==> src/rtl/uart_rx_param.sv <==
// uart_rx_param
// Parameterised UART receiver with a receive FIFO and RTS flow control.
// Frames are start bit, DATA_BITS data bits (LSB first), an optional
// odd/even parity bit and STOP_BITS stop bits. Good frames are written to
// the FIFO; bad frames are dropped and reported with a one-cycle error pulse.
//
// Ports
//   clk        system clock, all logic on its rising edge
//   reset      synchronous active-high reset
//   rx         asynchronous serial line, idle high
//   rd_en      pop request for one FIFO entry
//   rd_data    popped data word, holds until the next successful pop
//   rd_valid   one-cycle pulse qualifying rd_data
//   empty      FIFO holds zero entries
//   full       FIFO holds FIFO_DEPTH entries
//   level      current FIFO occupancy
//   rts        0 = ready to receive, 1 = stop sending (registered)
//   frame_err  one-cycle pulse on a bad stop bit
//   parity_err one-cycle pulse on a parity mismatch
//   overrun    one-cycle pulse when a good frame is dropped on a full FIFO
module uart_rx_param #(
    parameter int CLK_FREQ      = 12000000,
    parameter int BAUD_RATE     = 115200,
    parameter int DATA_BITS     = 8,
    parameter int PARITY        = 0,
    parameter int STOP_BITS     = 1,
    parameter int FIFO_DEPTH    = 16,
    parameter int RTS_THRESHOLD = FIFO_DEPTH - 4
) (
    input  logic                          clk,
    input  logic                          reset,
    input  logic                          rx,
    input  logic                          rd_en,
    output logic [DATA_BITS-1:0]          rd_data,
    output logic                          rd_valid,
    output logic                          empty,
    output logic                          full,
    output logic [$clog2(FIFO_DEPTH):0]   level,
    output logic                          rts,
    output logic                          frame_err,
    output logic                          parity_err,
    output logic                          overrun
);

    localparam int DIV = CLK_FREQ / BAUD_RATE;
    localparam int CW  = $clog2(DIV) + 1;
    localparam int AW  = $clog2(FIFO_DEPTH);
    localparam int LW  = AW + 1;
    localparam int BW  = $clog2(DATA_BITS + 1);

    localparam logic [CW-1:0] HALF_CNT  = CW'(DIV / 2);
    localparam logic [CW-1:0] CTR_CNT   = CW'(DIV - 1);
    localparam logic [BW-1:0] LAST_BIT  = BW'(DATA_BITS - 1);
    localparam logic          LAST_STOP = (STOP_BITS == 2);
    localparam logic [LW-1:0] DEPTH_LVL = LW'(FIFO_DEPTH);
    localparam logic [LW-1:0] RTS_LVL   = LW'(RTS_THRESHOLD);

    typedef enum logic [2:0] {
        S_IDLE,
        S_START,
        S_DATA,
        S_PARITY,
        S_STOP,
        S_BREAK
    } state_t;

    // True when the received parity bit agrees with the configured mode.
    function automatic logic parity_ok(input logic [DATA_BITS-1:0] d, input logic p);
        if (PARITY == 1)
            return (^d ^ p) == 1'b1;
        else
            return (^d ^ p) == 1'b0;
    endfunction

    // Line synchronizer
    logic rx_meta;
    logic rx_s;

    always_ff @(posedge clk) begin
        if (reset) begin
            rx_meta <= 1'b1;
            rx_s    <= 1'b1;
        end else begin
            rx_meta <= rx;
            rx_s    <= rx_meta;
        end
    end

    // Frame FSM
    state_t               state, state_n;
    logic [CW-1:0]        cnt, cnt_n;
    logic [BW-1:0]        bit_idx, bit_n;
    logic                 stop_idx, stop_n;
    logic                 par_pend, par_n;
    logic                 shift_en;
    logic                 frame_hit;
    logic                 frame_done;
    logic [DATA_BITS-1:0] shreg;

    always_ff @(posedge clk) begin
        if (reset) begin
            state    <= S_IDLE;
            cnt      <= '0;
            bit_idx  <= '0;
            stop_idx <= 1'b0;
            par_pend <= 1'b0;
        end else begin
            state    <= state_n;
            cnt      <= cnt_n;
            bit_idx  <= bit_n;
            stop_idx <= stop_n;
            par_pend <= par_n;
        end
    end

    always_ff @(posedge clk) begin
        if (shift_en)
            shreg <= {rx_s, shreg[DATA_BITS-1:1]};
    end

    always_comb begin
        state_n    = state;
        cnt_n      = cnt + 1'b1;
        bit_n      = bit_idx;
        stop_n     = stop_idx;
        par_n      = par_pend;
        shift_en   = 1'b0;
        frame_hit  = 1'b0;
        frame_done = 1'b0;
        case (state)
            S_IDLE: begin
                cnt_n  = '0;
                bit_n  = '0;
                stop_n = 1'b0;
                par_n  = 1'b0;
                if (!rx_s)
                    state_n = S_START;
            end
            S_START: begin
                // Half a bit into the start bit: a high line means it was a glitch.
                if (cnt == HALF_CNT) begin
                    cnt_n   = '0;
                    state_n = rx_s ? S_IDLE : S_DATA;
                end
            end
            S_DATA: begin
                // Counter restarted at the start-bit centre, so a full period lands mid-bit.
                if (cnt == CTR_CNT) begin
                    cnt_n    = '0;
                    shift_en = 1'b1;
                    bit_n    = bit_idx + 1'b1;
                    if (bit_idx == LAST_BIT)
                        state_n = (PARITY != 0) ? S_PARITY : S_STOP;
                end
            end
            S_PARITY: begin
                if (cnt == CTR_CNT) begin
                    cnt_n   = '0;
                    state_n = S_STOP;
                    if (!parity_ok(shreg, rx_s))
                        par_n = 1'b1;
                end
            end
            S_STOP: begin
                if (cnt == CTR_CNT) begin
                    cnt_n = '0;
                    if (!rx_s) begin
                        // A framing error supersedes any pending parity error.
                        frame_hit = 1'b1;
                        state_n   = S_BREAK;
                    end else if (stop_idx == LAST_STOP) begin
                        frame_done = 1'b1;
                        state_n    = S_IDLE;
                    end else begin
                        stop_n = 1'b1;
                    end
                end
            end
            S_BREAK: begin
                cnt_n = '0;
                if (rx_s)
                    state_n = S_IDLE;
            end
            default: begin
                state_n = S_IDLE;
                cnt_n   = '0;
            end
        endcase
    end

    // Receive FIFO
    logic [DATA_BITS-1:0] mem [FIFO_DEPTH];
    logic [AW-1:0]        wr_ptr;
    logic [AW-1:0]        rd_ptr;
    logic                 wr_en;
    logic                 pop;

    assign empty = (level == '0);
    assign full  = (level == DEPTH_LVL);
    // A full FIFO still accepts the word when a pop frees a slot this cycle.
    assign wr_en = frame_done && !par_pend && (!full || rd_en);
    assign pop   = rd_en && !empty;

    always_ff @(posedge clk) begin
        if (wr_en)
            mem[wr_ptr] <= shreg;
    end

    always_ff @(posedge clk) begin
        if (reset) begin
            wr_ptr     <= '0;
            rd_ptr     <= '0;
            level      <= '0;
            rd_valid   <= 1'b0;
            rd_data    <= '0;
            rts        <= 1'b0;
            frame_err  <= 1'b0;
            parity_err <= 1'b0;
            overrun    <= 1'b0;
        end else begin
            if (wr_en)
                wr_ptr <= wr_ptr + 1'b1;
            if (pop) begin
                rd_ptr  <= rd_ptr + 1'b1;
                rd_data <= mem[rd_ptr];
            end
            case ({wr_en, pop})
                2'b10:   level <= level + 1'b1;
                2'b01:   level <= level - 1'b1;
                default: level <= level;
            endcase
            rd_valid   <= pop;
            rts        <= (level >= RTS_LVL);
            frame_err  <= frame_hit;
            parity_err <= frame_done && par_pend;
            overrun    <= frame_done && !par_pend && full && !rd_en;
        end
    end

endmodule

==> config.mk <==
export PLATFORM = sky130hd
export DESIGN_NAME = uart_rx_param
export DESIGN_NICKNAME = d
export VERILOG_FILES = /design/src/rtl/uart_rx_param.sv
export SDC_FILE = /design/constraint.sdc
export NUM_CORES = 1
export LEC_CHECK = 0
export CORE_MARGIN = 2
export CORE_UTILIZATION = 48
export DETAILED_ROUTE_END_ITERATION = 16
export SYNTH_ARGS = -nofsm -noshare
export SYNTH_HDL_FRONTEND = slang
export SYNTH_SLANG_ARGS = --single-unit
==> constraint.sdc <==
create_clock -name clk -period 6.9 [get_ports clk]
set_clock_uncertainty 0.1 [all_clocks]
set_input_delay 1.38 -clock clk [delete_from_list [all_inputs] [get_ports clk]]
set_output_delay 1.38 -clock clk [all_outputs]
set_load 0.02 [all_outputs]
==> impl_metrics.py <==
metrics = {
    "layout": {
        "final_cell_area_mm2": 0.008344,
        "fin_nets": 510,
        "area_growth_pct": 13.24,
        "drive_gt1_frac": 0.1502,
        "num_antenna_cells": 0,
    },
    "critical_path": {
        "cp_max_fo": 17,
        "rrSetupSlack_ns": 3.32,
        "startpoint_type": "primary input",
        "crit_chain": "clkdlybuf4s50_1 > inv_1 > a31oi_1 > and2_1 > inv_1 > ha_1 > fa_1 > a21o_1 > a21oi_1 > xor2_1 > or3_1 > a21oi_1",
        "reg2reg_from": "state[1]$_SDFFE_PP0P_",
        "crit_type": "primary input to flop",
        "cp.buffers_inverters": 3,
        "cp-startpoint": "rd_en",
        "cp-end-kind": "flop",
        "r2r_cells": 11,
        "path_depth": 12,
        "r2r-end": "level[4]$_SDFFE_PP0P_",
        "required_ns": 7.15,
        "cpPeakStageDelay_ns": 0.53,
        "arrival_ns": 4.41,
        "crit_family": "simple AND/OR/NAND/NOR gates",
        "crit_slowest_cell": "clkdlybuf4s50_1",
        "crit_end": "level[4]$_SDFFE_PP0P_",
    },
    "power": {
        "swShare": 0.1900,
        "vdd.ir_drop.worst_mv": 0.1792,
        "switchingPower_uw": 407.5,
        "powerDensity_mw_per_mm2": 257.0,
        "seq_power_share": 0.539,
        "power_mw": 2.144,
        "p_int_mw": 1.737,
        "leakagePower_nw": 2.730,
        "pwr-share-clk": 0.456,
        "p_comb_frac": 0.005,
    },
    "floorplan": {
        "initial_utilization": 0.4883,
        "ios": 24,
        "core_area_mm2": 0.01509,
        "die_area_mm2": 0.01636,
        "die_w_um": 127.9,
        "die_y_um": 127.9,
        "rows": 45,
    },
    "global_route": {
        "grt_pass1_wl_um": 21650,
        "grt_pass1_vias": 3919,
        "grt_max_degree": 38,
        "track_usage": 0.1798,
        "gr-total-overflow": 0,
        "grt_antenna_before_repair": 0,
    },
    "placement": {
        "dp.final_hpwl_um": 8448,
        "placed_cell_area_mm2": 0.007745,
        "io_buffer_count": 23,
        "gp_congestion": 0.7666,
    },
    "drt": {
        "drc_errors": 0,
        "ant_nets": 0,
        "drt_first_pass_iters": 4,
        "drtIter0Drc": 358,
        "wirelength_um": 13500,
        "via_count": 3881,
        "avgViaCountPerCell": 5.592,
        "wl_per_cell_um": 19.46,
    },
    "yosys": {
        "synth-edff-count": 136,
        "synth-main-ff-cell": "edfxtp_1",
        "synth_cell_types": 55,
        "syn-cell-area_mm2": 0.007368,
        "synthCells": 471,
        "avgSynthCellArea_um2": 15.64,
        "syn_nets": 488,
        "ys_seq_area_frac": 0.6765,
        "synth_area_leaders": "edfxtp_1, dfxtp_1, mux4_2, nor2_1, ha_1",
        "synth_area_leader_cell": "edfxtp_1",
        "async_reset_ff_frac": 0,
        "ys_ff_latch": 181,
        "synth_top_area_share": 0.5543,
        "yosys_warnings": 0,
    },
    "clock_tree": {
        "clk_latency_ns": 0.42,
        "h-tree-depth": 4,
        "cts_buffers": 17,
        "clock_sink_count": 181,
        "max-clock-path-buffers": 2,
        "ctsHoldBuffers": 0,
        "clk_pin_slew_ns": 0.06,
        "post_cts_resized": 0,
        "root_buffer": "clkbuf_16",
        "cts_tree": "yes",
        "post_cts_buffers": 0,
    },
    "timing": {
        "drv_slew": 0,
        "whs_ns": 0.3094,
        "rsz0062_at_grt": "no",
        "finalSetupTns_ns": 0,
        "fmax_mhz": 240.5,
        "slew_headroom": 0.4157,
        "worst_slew_pin_slew_ns": 0.8746,
        "finalHoldViolations": 0,
        "fin_crit_sh": 0.6026,
        "fin_crit_ns": 4.158,
        "setup_violations": 0,
    },
    "outcome": {
        "status": "finished, final reports clean",
    },
    "min_path": {
        "hp-class": "flop to flop",
    },
    "job": {
        "maxCapViolations": 0,
    },
}
## synthesized netlist by cell type, types with 2 or more instances
cell type / number
a21o_1: 2
a21oi_1: 28
a22oi_1: 18
and2_1: 6
and3_1: 16
buf_1: 5
buf_2: 6
buf_4: 2
buf_6: 2
clkbuf_1: 9
dfxtp_1: 45
edfxtp_1: 136
ha_1: 12
inv_1: 9
mux2i_1: 3
mux4_2: 32
nand2_1: 11
nand2b_1: 2
nand3_1: 5
nand3b_1: 4
nand4_1: 3
nor2_1: 42
nor2b_1: 6
nor3_1: 4
nor3b_1: 5
o21a_1: 2
o21ai_0: 4
or2_2: 3
or3b_1: 3
xnor2_1: 13
xor2_1: 9
## placed cells by master (no fill, tap or decap), types with 3 or more instances in the layout
master and instances:
a21oi_1 28, a22oi_1 18, and2_1 6, and3_1 16, buf_4 4, bufinv_16 3
clkbuf_16 17, clkdlybuf4s50_1 23, clkinv_1 3, dfxtp_1 44, edfxtp_1 136, ha_1 12
inv_1 9, mux2i_1 3, mux4_2 32, nand2_1 11, nand3_1 5, nand3b_1 4
nand4_1 3, nor2_1 42, nor2b_1 6, nor3_1 4, nor3b_1 5, o21ai_0 4
or2_2 3, or3b_1 3, xnor2_1 13, xor2_1 9
## cell families (layout without fill, tap and decap cells)
logic type | after synthesis | count (layout) | share of synthesized area
buffers and inverters | 33 | 68 | 0.02089
XOR/XNOR | 23 | 23 | 0.02921
adder cells (fa/ha/maj) | 13 | 13 | 0.02309
flip-flops | 181 | 181 | 0.6765
AND/OR/NAND/NOR | 121 | 121 | 0.08932
multiplexers | 36 | 36 | 0.1034
AO/OA/AOI/OAI | 64 | 64 | 0.05757
## sequential cells by signal, indices dropped and copies added, names as in the netlist, 3 cells and up
register  flops
mem         128
shreg         8
state         3
rd_ptr        4
bit_idx       4
cnt           8
wr_ptr        4
level         5
rd_data       8
## how the worst min path moves through the flow
stage / start / to / slack [ns] / depth (start not counted)
4_1_cts: rx_meta$_SDFF_PP1_ / rx_s$_SDFF_PP1_ / 0.31 / 1
2_1_floorplan: rx_meta$_SDFF_PP1_ / rx_s$_SDFF_PP1_ / 0.29 / 1
5_1_grt: rx_meta$_SDFF_PP1_ / rx_s$_SDFF_PP1_ / 0.34 / 1
3_3_place_gp: rx_meta$_SDFF_PP1_ / rx_s$_SDFF_PP1_ / 0.29 / 1
6_report: rx_meta$_SDFF_PP1_ / rx_s$_SDFF_PP1_ / 0.31 / 1
3_5_place_dp: rx_meta$_SDFF_PP1_ / rx_s$_SDFF_PP1_ / 0.30 / 1
## power groups by stage
stage	Sequential (mW)	Clock (mW)	Combinational, mW
floorplan	1.18	0	0.00677
global placement	1.18	0	0.0105
detailed placement	1.18	0	0.0106
CTS	1.16	0.994	0.0107
global route	1.15	1.04	0.0115
finish	1.16	0.978	0.0105
## per-stage QoR
| step | cells | util | worst slack (ns) |
|---|---|---|---|
| finish | 694 | 0.5530 | 2.742 |
| global route | 694 | 0.5530 | 2.496 |
| global placement | 662 | 0.5133 | 2.412 |
| floorplan | 471 | - | 3.188 |
| detailed placement | 662 | 0.5133 | 2.298 |
| CTS | 694 | 0.5530 | 2.746 |
## worst reg2reg max path, delay by kind of cell (launching register included)
kind,cells,cell delay (ns)
AND/OR/NAND/NOR,4,1.52
XOR/XNOR,1,0.09
adder cells (fa/ha/maj),2,0.72
flip-flops,1,0.49
buffers and inverters,1,0.10
AO/OA/AOI/OAI,3,0.48
## metal layers
layer	track usage	part of all wire	up-vias
met2	0.2897	0.49	53
met1	0.2434	0.47	1971
met5	0	0	-
met3	0.03881	0.032	17
met4	0.06593	0.017	0
li1	-	-	1840
## cell type report
class                   count  area (µm²)
clock buffers              19       442.9
clock inverters            13       156.4
fillers                  1222        6745
inverters                   9       33.78
multi-input cells         257        2230
flip-flops and latches    181        4986
well taps                 188       235.2
repair buffers             27       260.3
(Power assumes the default switching activity.)
